`src/rtl/parking_pkg.sv`:
```
// Shared types and helpers for the parking lane arbiter.
package parking_pkg;

  typedef enum logic [1:0] {
    IDLE  = 2'b00,
    GRANT = 2'b01,
    WAIT  = 2'b10,
    HOLD  = 2'b11
  } arb_state_e;

  localparam logic DIR_ENTRY = 1'b0;
  localparam logic DIR_EXIT  = 1'b1;

  function automatic int unsigned occ_width(input int unsigned capacity);
    return $clog2(capacity + 1);
  endfunction

endpackage

```
`src/rtl/rr_arbiter.sv`:
```
// Combinational round-robin picker: first set request at or above ptr, wrapping.
module rr_arbiter #(
  parameter int unsigned N = 4,
  localparam int unsigned PW = (N > 1) ? $clog2(N) : 1
) (
  input  logic [N-1:0]  req,
  input  logic [PW-1:0] ptr,
  output logic [N-1:0]  gnt,
  output logic          found
);

  localparam logic [PW:0] NL = (PW+1)'(N);

  logic [PW:0]   sum;
  logic [PW-1:0] idx;

  always_comb begin
    gnt   = '0;
    found = 1'b0;
    sum   = '0;
    idx   = '0;
    for (int i = 0; i < N; i++) begin
      // ptr < N and i < N, so a single subtraction completes the modulo
      sum = {1'b0, ptr} + (PW+1)'(i);
      if (sum >= NL) sum = sum - NL;
      idx = sum[PW-1:0];
      if (!found && req[idx]) begin
        gnt[idx] = 1'b1;
        found    = 1'b1;
      end
    end
  end

endmodule

```
`src/rtl/parking_lane_arbiter.sv`:
```
// Round-robin lane arbiter for a shared gate controller with occupancy tracking.
// Define EXIT_PRIORITY_EN to serve eligible exit lanes ahead of entry lanes.
module parking_lane_arbiter
  import parking_pkg::*;
#(
  parameter int unsigned N_LANES     = 4,
  parameter int unsigned CAPACITY    = 100,
  parameter int unsigned TIMEOUT_CYC = 1024,
  localparam int unsigned CW         = occ_width(CAPACITY)
) (
  input  logic               clk,
  input  logic               rstn,
  input  logic [N_LANES-1:0] lane_req,
  input  logic [N_LANES-1:0] lane_dir,
  output logic [N_LANES-1:0] grant,
  output logic               grant_valid,
  output logic               grant_dir,
  input  logic               svc_ack,
  input  logic               svc_done,
  input  logic               svc_fail,
  output logic [CW-1:0]      occupancy,
  output logic               full,
  output logic               empty,
  output logic               timeout_err,
  output logic [1:0]         arb_state
);

  localparam int unsigned PW   = $clog2(N_LANES);
  localparam int unsigned TW   = (TIMEOUT_CYC > 2) ? $clog2(TIMEOUT_CYC) : 1;
  localparam logic [TW-1:0] TMAX = TW'(TIMEOUT_CYC - 1);
  localparam logic [CW-1:0] CAP  = CW'(CAPACITY);
  localparam logic [PW-1:0] LAST = PW'(N_LANES - 1);

  arb_state_e         state_q, state_d;
  logic [N_LANES-1:0] grant_q, grant_d;
  logic               dir_q, dir_d;
  logic [PW-1:0]      idx_q, idx_d;
  logic [PW-1:0]      ptr_q, ptr_d;
  logic [CW-1:0]      occ_q, occ_d;
  logic [TW-1:0]      timer_q, timer_d;
  logic               tout_q, tout_d;

  logic [N_LANES-1:0] eligible;
  logic [N_LANES-1:0] win;
  logic               win_found;
  logic [PW-1:0]      win_idx;
  logic [PW-1:0]      ptr_next;

  assign full     = (occ_q == CAP);
  assign empty    = (occ_q == '0);
  assign eligible = lane_req & ((lane_dir & {N_LANES{~empty}}) | (~lane_dir & {N_LANES{~full}}));

`ifdef EXIT_PRIORITY_EN
  logic [N_LANES-1:0] exit_gnt, all_gnt;
  logic               exit_found, all_found;

  rr_arbiter #(.N(N_LANES)) u_exit_arb (
    .req   (eligible & lane_dir),
    .ptr   (ptr_q),
    .gnt   (exit_gnt),
    .found (exit_found)
  );

  rr_arbiter #(.N(N_LANES)) u_all_arb (
    .req   (eligible),
    .ptr   (ptr_q),
    .gnt   (all_gnt),
    .found (all_found)
  );

  assign win       = exit_found ? exit_gnt : all_gnt;
  assign win_found = all_found;
`else
  rr_arbiter #(.N(N_LANES)) u_arb (
    .req   (eligible),
    .ptr   (ptr_q),
    .gnt   (win),
    .found (win_found)
  );
`endif

  always_comb begin
    win_idx = '0;
    for (int i = 0; i < N_LANES; i++) begin
      if (win[i]) win_idx = PW'(i);
    end
  end

  assign ptr_next = (idx_q == LAST) ? '0 : idx_q + 1'b1;

  always_comb begin
    state_d = state_q;
    grant_d = grant_q;
    dir_d   = dir_q;
    idx_d   = idx_q;
    ptr_d   = ptr_q;
    occ_d   = occ_q;
    timer_d = timer_q;
    tout_d  = 1'b0;
    unique case (state_q)
      IDLE: begin
        if (win_found) begin
          state_d = GRANT;
          grant_d = win;
          idx_d   = win_idx;
          dir_d   = lane_dir[win_idx];
          timer_d = '0;
        end
      end
      GRANT: begin
        timer_d = timer_q + 1'b1;
        if (timer_q == TMAX) begin
          state_d = HOLD;
          tout_d  = 1'b1;
          ptr_d   = ptr_next;
        end else if (svc_ack) begin
          state_d = WAIT;
        end else if (!lane_req[idx_q]) begin
          state_d = IDLE;
        end
      end
      WAIT: begin
        timer_d = timer_q + 1'b1;
        if (svc_done) begin
          state_d = HOLD;
          ptr_d   = ptr_next;
          // Saturating update: an out-of-range change is dropped
          if (dir_q == DIR_ENTRY) begin
            if (occ_q != CAP) occ_d = occ_q + 1'b1;
          end else if (occ_q != '0) begin
            occ_d = occ_q - 1'b1;
          end
        end else if (svc_fail) begin
          state_d = HOLD;
          ptr_d   = ptr_next;
        end else if (timer_q == TMAX) begin
          state_d = HOLD;
          tout_d  = 1'b1;
          ptr_d   = ptr_next;
        end
      end
      HOLD: state_d = IDLE;
    endcase
  end

  always_ff @(posedge clk) begin
    if (rstn) begin
      state_q <= IDLE;
      grant_q <= '0;
      dir_q   <= 1'b0;
      idx_q   <= '0;
      ptr_q   <= '0;
      occ_q   <= '0;
      timer_q <= '0;
      tout_q  <= 1'b0;
    end else begin
      state_q <= state_d;
      grant_q <= grant_d;
      dir_q   <= dir_d;
      idx_q   <= idx_d;
      ptr_q   <= ptr_d;
      occ_q   <= occ_d;
      timer_q <= timer_d;
      tout_q  <= tout_d;
    end
  end

  assign grant_valid = (state_q == GRANT) || (state_q == WAIT);
  assign grant       = grant_valid ? grant_q : '0;
  assign grant_dir   = grant_valid & dir_q;
  assign occupancy   = occ_q;
  assign timeout_err = tout_q;
  assign arb_state   = state_q;

endmodule

```
`config.mk`:
```
export PLATFORM = sky130hd
export DESIGN_NAME = parking_lane_arbiter
export DESIGN_NICKNAME = d
export VERILOG_FILES = /design/src/rtl/parking_pkg.sv /design/src/rtl/rr_arbiter.sv /design/src/rtl/parking_lane_arbiter.sv
export SDC_FILE = /design/constraint.sdc
export NUM_CORES = 1
export LEC_CHECK = 0
export CAP_MARGIN = 20
export CORE_ASPECT_RATIO = 1.2
export CORE_MARGIN = 4
export CORE_UTILIZATION = 40
export DETAILED_ROUTE_END_ITERATION = 12
export PLACE_DENSITY = 0.68
export SLEW_MARGIN = 10
export SYNTH_ARGS = -nofsm -noshare
export SYNTH_HDL_FRONTEND = slang
export SYNTH_HIERARCHICAL = 1
export SYNTH_SLANG_ARGS = --single-unit
```
`constraint.sdc`:
```
create_clock -name clk -period 5.65 [get_ports clk]
set_input_delay 1.13 -clock clk [delete_from_list [all_inputs] [get_ports clk]]
set_output_delay 1.13 -clock clk [all_outputs]
set_load 0.005 [all_outputs]
```
==> results of run 1 <==
placed cells by master (no fill, tap or decap), drive strengths merged, types with 9 or more instances in the layout:
cell	synthesis	layout
ha	16	16
nand2	28	28
o21ai	9	9
nand3	9	9
nor2	32	32
inv	12	12
mux2i	11	11
dfxtp	29	29
a21oi	11	11
clkdlybuf4s50	0	30
flip-flops by register name (all words and copies together) (netlist names), named ones only:
| signal | flops |
|---|---|
| timer_q | 10 |
| occupancy | 7 |
| grant_q | 4 |
| idx_q | 2 |
| ptr_q | 2 |
| arb_state | 1 |
| dir_q | 1 |
| timeout_err | 1 |
worst max-delay path: cells and delay by family (launching register included):
kind	cells	cell delay (ps)
multiplexers	2	370
AO/OA/AOI/OAI	5	1040
AND/OR/NAND/NOR	5	1620
flip-flops	1	390
layer usage:
layer | wire [µm] | global-route usage (%) | vias up | share of wire (%)
met5 | 0 | 0 | - | 0
met4 | 47 | 4.29 | 0 | 0.96
met3 | 221 | 3.07 | 4 | 4.5
met2 | 2170 | 23.1 | 38 | 45
met1 | 2430 | 22.0 | 909 | 50
li1 | - | - | 1022 | -
power breakdown:
group | leakage (nW) | internal [mW] | switching (mW)
Combinational | 0.706 | 0.0975 | 0.116
Sequential | 0.235 | 0.221 | 0.0232
Clock | 0.0450 | 0.0851 | 0.0768
Total | 0.986 | 0.403 | 0.216
cells by family (layout without fill, tap and decap cells):
group	Yosys count	in the layout
AO/OA/AOI/OAI	64	64
XOR/XNOR	10	10
adder cells (fa/ha/maj)	17	17
buffers and inverters	21	50
flip-flops	29	29
multiplexers	17	17
AND/OR/NAND/NOR	106	106
cell type report:
type / count / area (µm²)
timing repair buffer: 30 / 300
tap: 62 / 77.6
clock inverter: 2 / 10.0
sequential: 29 / 581
inverter: 12 / 45.0
clock buffer: 6 / 72.6
multi-input combinational: 214 / 1510
fill: 514 / 2710
worst paths after layout:
kind / from / end / slack (ps) / cells after the start
worst min-delay path: grant_q[0]$_SDFFE_PP0P_ / grant_q[0]$_SDFFE_PP0P_ / 450 / 2
worst min register to register: grant_q[0]$_SDFFE_PP0P_ / grant_q[0]$_SDFFE_PP0P_ / 450 / 2
worst max-delay path: occupancy[0]$_SDFFE_PP0P_ / dir_q$_SDFFE_PP0P_ / 2070 / 12
worst max register to register: occupancy[0]$_SDFFE_PP0P_ / dir_q$_SDFFE_PP0P_ / 2070 / 12
synth_stat cells, types with 3 or more instances:
cell type | number | area, µm²
xnor2_1 | 7 | 61.3
a21oi_1 | 10 | 50.1
mux2i_1 | 11 | 110
inv_1 | 12 | 45.0
o211a_1 | 4 | 40.0
o21ai_0 | 7 | 35.0
and2_1 | 6 | 37.5
nor2_1 | 32 | 120
nor3_1 | 7 | 35.0
o2bb2ai_1 | 4 | 35.0
a211oi_1 | 8 | 60.1
nand2_1 | 28 | 105
nand2b_1 | 6 | 37.5
nand3_1 | 8 | 40.0
o22ai_1 | 7 | 43.8
clkbuf_1 | 5 | 18.8
dfxtp_1 | 29 | 581
mux2_2 | 3 | 33.8
ha_1 | 16 | 200
xor2_1 | 3 | 26.3
==> results_dict.tcl, run 1 <==
set metrics [dict create \
    hold_violations 0 \
    place_hpwl_um 3710 \
    portBuffers 30 \
    antenna_cells_inserted 0 \
    leakage_nw 0.986 \
    tightest_slew_ps 821 \
    grt_start_max_net_pins 25 \
    power.density_mw_per_mm2 239 \
    fin_ws_ps 2070 \
    yosys.area_share.adder_pct 10.1 \
    via_per_inst 5.56 \
    dp_cells 347 \
    nNetsFinal 322 \
    p_total_mw 0.620 \
    dp_slack_ps 1880 \
    drc 0 \
    synth_seq_cells 29 \
    synthDistinctLibCells 58 \
    cts_resized 0 \
    start_util_pct 41.1 \
    syn_nets 294 \
    root_buffer "clkbuf_8" \
    clk_path_buf_depth 2 \
    setup_tns_ps 0 \
    dr.pass1.iters 4 \
    die_h_um 88.8 \
    max_stage_delay_ps 580 \
    yosys_warnings 6 \
    status "completed" \
    utilization_pct 48.9 \
    async_flop_share_pct 0 \
    crit_chain "or4_1, nor4_2, nand2_1, o211a_1, or3b_1, a2111o_1, nand3_2, o2bb2ai_1, mux2i_1, o21ai_0, mux2i_1, a211oi_1" \
    final-max-slew-violation-count 0 \
    fin_crit_sh_pct 63.3 \
    timing.fmax_mhz 279 \
    synthCells 264 \
    grt_pass1_vias 1713 \
    critPathSlowestCell "or4_1" \
    crit_path_max_fanout 9 \
    clk_latency_ps 280 \
    cts_sinks 29 \
    htree_num_levels 2 \
    synth_edf_count 0 \
    relSlewSlack_pct 45.1 \
    final_area_mm2 0.00259 \
    grt_pass1_wl_um 8020 \
    end_kind "flip-flop" \
    ir_drop_v 0.000142 \
    rsz0062_at_grt "false" \
    fin_crit_ps 3580 \
    io_pins 31 \
    hold_slack_ps 449 \
    drt_iter0_markers 127 \
    avgSynthCellArea_um2 8.24 \
    muxShareOfSynthArea_pct 9.37 \
    finalNonFillerCells 355 \
    min_path_type "flip-flop to flip-flop" \
    synth-xor-area-share_pct 4.03 \
    maxCapViolations 0 \
    finalSetupViolCount 0 \
    synth_top_family_by_area "simple AND/OR/NAND/NOR gates" \
    syn-cell-area_mm2 0.00218 \
    drive_gt1_share_pct 7.17 \
    cts-buffers-inserted 5 \
    antenna_found_initial 0 \
    rows 29 \
    synth_compound_area_share_pct 21.4 \
    cts.clk_slew.worst_paths_ps 60 \
    start_kind "flip-flop" \
    wire_per_inst_um 13.7 \
    hold_buffers 0 \
    grt_overflow 0 \
    dieArea_mm2 0.00669 \
    cp.arrival_ps 3710 \
    required_ps 5780 \
    tritoncts "done" \
    ant_nets 0 \
    synth_simple_gate_area_share_pct 24.2 \
    grt_usage_pct 15.3 \
    die_width_um 75.3 \
    core_mm2 0.00530 \
    syn_to_final_growth_pct 19.1 \
    place_area_mm2 0.00251 \
    seq_area_frac_synth_pct 26.7 \
    num_vias 1973 \
    synthFlopType "dfxtp_1" \
    skew_ps 6.39 \
    cts_setup_buffers 0 \
    worstSetupPathType "flip-flop to flip-flop" \
    wirelength_um 4870 \
    gp_congestion 0.830 \
    path_common_cell "mux2i_1" \
]
(Power assumes the default switching activity.)
==> run 2, diff against run 1 <==
==> constraint.sdc (replaced) <==
create_clock -name clk -period 3.4 [get_ports clk]
set_input_delay 0.68 -clock clk [delete_from_list [all_inputs] [get_ports clk]]
set_output_delay 0.68 -clock clk [all_outputs]
set_load 0.005 [all_outputs]
==> run 2 against run 1 <==
Compared with the run above:
- combinational power is 76% higher
- setup slack lost 1800 ps
- core utilization up 2.0 points
- final cell count is 2.8% higher
- first-iteration DRC count decreased by 26%
- sequential cell count is the same
- wire length is 5.8% higher
- clock-buffer cell count shrank 1
- critical path depth increased by 1
- clock power increased by 70%
- critical path type unchanged
- critical endpoint unchanged
==> results_dict.tcl, run 2 (same netlist as run 1, synthesis figures left out) <==
set metrics [dict create \
    antenna_cells_inserted 0 \
    max_stage_delay_ps 540 \
    dp_slack_ps 160 \
    root_buffer "clkbuf_8" \
    tritoncts "done" \
    drt_iter0_markers 94 \
    p_int_mw 0.683 \
    r2r-end "dir_q$_SDFFE_PP0P_" \
    required_ps 3590 \
    final_cell_mix "32 x nor2_1, 30 x clkdlybuf4s50_1, 29 x dfxtp_1, 28 x nand2_1, 16 x ha_1" \
    switching_power_mw 0.370 \
    swShare_pct 35.2 \
    via_per_inst 5.56 \
    grtUsageMet2_pct 25.4 \
    grt_use_met3_pct 3.75 \
    seqPwrFrac_pct 38.0 \
    path_common_cell "mux2i_1" \
    setup_tns_ps 0 \
    tightest_slew_ps 587 \
    grt_pass1_wl_um 8590 \
    endpoint "dir_q$_SDFFE_PP0P_" \
    ant_nets 0 \
    cts.clk_slew.worst_paths_ps 60 \
    core_mm2 0.00530 \
    grt_pass1_vias 1854 \
    min_path_type "flip-flop to flip-flop" \
    r2r_start "occupancy[0]$_SDFFE_PP0P_" \
    start_kind "flip-flop" \
    wire_per_inst_um 14.1 \
    grt_overflow 0 \
    start_util_pct 41.1 \
    grt_use_met1_pct 22.8 \
    crit_path_max_fanout 5 \
    status "completed" \
    syn_to_final_growth_pct 24.0 \
    largest_reg_flops 10 \
    clk_path_buf_depth 2 \
    largest_register "timer_q" \
    grt_start_max_net_pins 22 \
    cts_resized 0 \
    io_pins 31 \
    htree_num_levels 2 \
    cts-buffers-inserted 5 \
    rsz0062_at_grt "false" \
    portBuffers 30 \
    drc 0 \
    clk_latency_ps 280 \
    worstSetupPathType "flip-flop to flip-flop" \
    relSlewSlack_pct 60.8 \
    end_kind "flip-flop" \
    comb_power_share_pct 35.8 \
    hold_violations 0 \
    dr.pass1.iters 4 \
    cp.arrival_ps 3300 \
    rows 29 \
    antenna_found_initial 0 \
    timing.fmax_mhz 322 \
    drive_gt1_share_pct 12.2 \
    power.density_mw_per_mm2 391 \
    num_vias 2029 \
    grt_usage_pct 16.6 \
    p_clk_share_pct 26.2 \
    die_h_um 88.8 \
    critPathSlowestCell "or4_4" \
    startpoint "occupancy[0]$_SDFFE_PP0P_" \
    skew_ps 7.25 \
    ff2ff_path_depth 13 \
    die_width_um 75.3 \
    fin_ws_ps 292 \
    r2r_slack_ps 290 \
    wirelength_um 5160 \
    fin_crit_sh_pct 91.4 \
    crit_buf_inv 1 \
    nNetsFinal 332 \
    ir_drop_v 0.000269 \
    path_delay_family "simple AND/OR/NAND/NOR gates" \
    maxCapViolations 0 \
    gp_congestion 0.890 \
    leakage_nw 1.05 \
    dieArea_mm2 0.00669 \
    top_usage_layer "met2" \
    cts_setup_buffers 0 \
    hold_buffers 0 \
    crit_cells 13 \
    crit_chain "or4_4, nor4_2, buf_4, nand2_1, o211a_1, or3b_1, a2111o_1, nand3_2, o2bb2ai_2, mux2i_1, o21ai_0, mux2i_1, a211oi_1" \
    cts_sinks 29 \
    fin_crit_ps 3110 \
    final-max-slew-violation-count 0 \
    layout_commonest_cell "nor2_1" \
    place_hpwl_um 3960 \
    finalSetupViolCount 0 \
]
[run 2: worst min path at each step]
stage                                        from                 endpoint  slack [ps]  depth (start not counted)
after floorplan           grant_q[0]$_SDFFE_PP0P_  grant_q[0]$_SDFFE_PP0P_         430                          2
after global placement    grant_q[0]$_SDFFE_PP0P_  grant_q[0]$_SDFFE_PP0P_         440                          2
after detailed placement  grant_q[0]$_SDFFE_PP0P_  grant_q[0]$_SDFFE_PP0P_         450                          2
after CTS                 grant_q[0]$_SDFFE_PP0P_  grant_q[0]$_SDFFE_PP0P_         460                          2
after global routing      grant_q[0]$_SDFFE_PP0P_  grant_q[0]$_SDFFE_PP0P_         470                          2
final                     grant_q[1]$_SDFFE_PP0P_  grant_q[1]$_SDFFE_PP0P_         460                          2
[run 2: stage by stage]
stage	hold WS (ps)	cell area, µm²	util (%)	instances	total power [mW]
finish	459	2700	50.9	365	1.05
global route	474	2700	50.9	365	1.13
CTS	464	2670	50.4	365	1.06
detailed placement	450	2580	48.8	357	0.780
global placement	442	2580	48.8	357	0.774
floorplan	432	2180	-	264	0.657
[run 2: worst min-delay path: stages (launching register included)]
cell	delay, ps
dfxtp_1	310
nand2_1	50
a21oi_1	60
[run 2: final cells by class]
class                   count  area [µm²]
clock buffers               5        68.8
clock inverters             3        17.5
fillers                   518        2600
inverters                  12        45.0
multi-input cells         214        1530
flip-flops and latches     29         581
well taps                  62        77.6
repair buffers             40         375
[run 2: power by group through the flow]
stage	clock network [mW]	logic, mW	registers, mW
final	0.276	0.377	0.400
after detailed placement	0	0.372	0.408
after global routing	0.303	0.425	0.407
after global placement	0	0.366	0.408
after floorplan	0	0.257	0.400
after CTS	0.284	0.374	0.401
[run 2: routing by layer]
| layer | wire, µm | share of wire [%] |
|---|---|---|
| met1 | 2450 | 47 |
| met2 | 2340 | 45 |
| met3 | 298 | 5.8 |
| met4 | 75 | 1.5 |
| met5 | 0 | 0 |
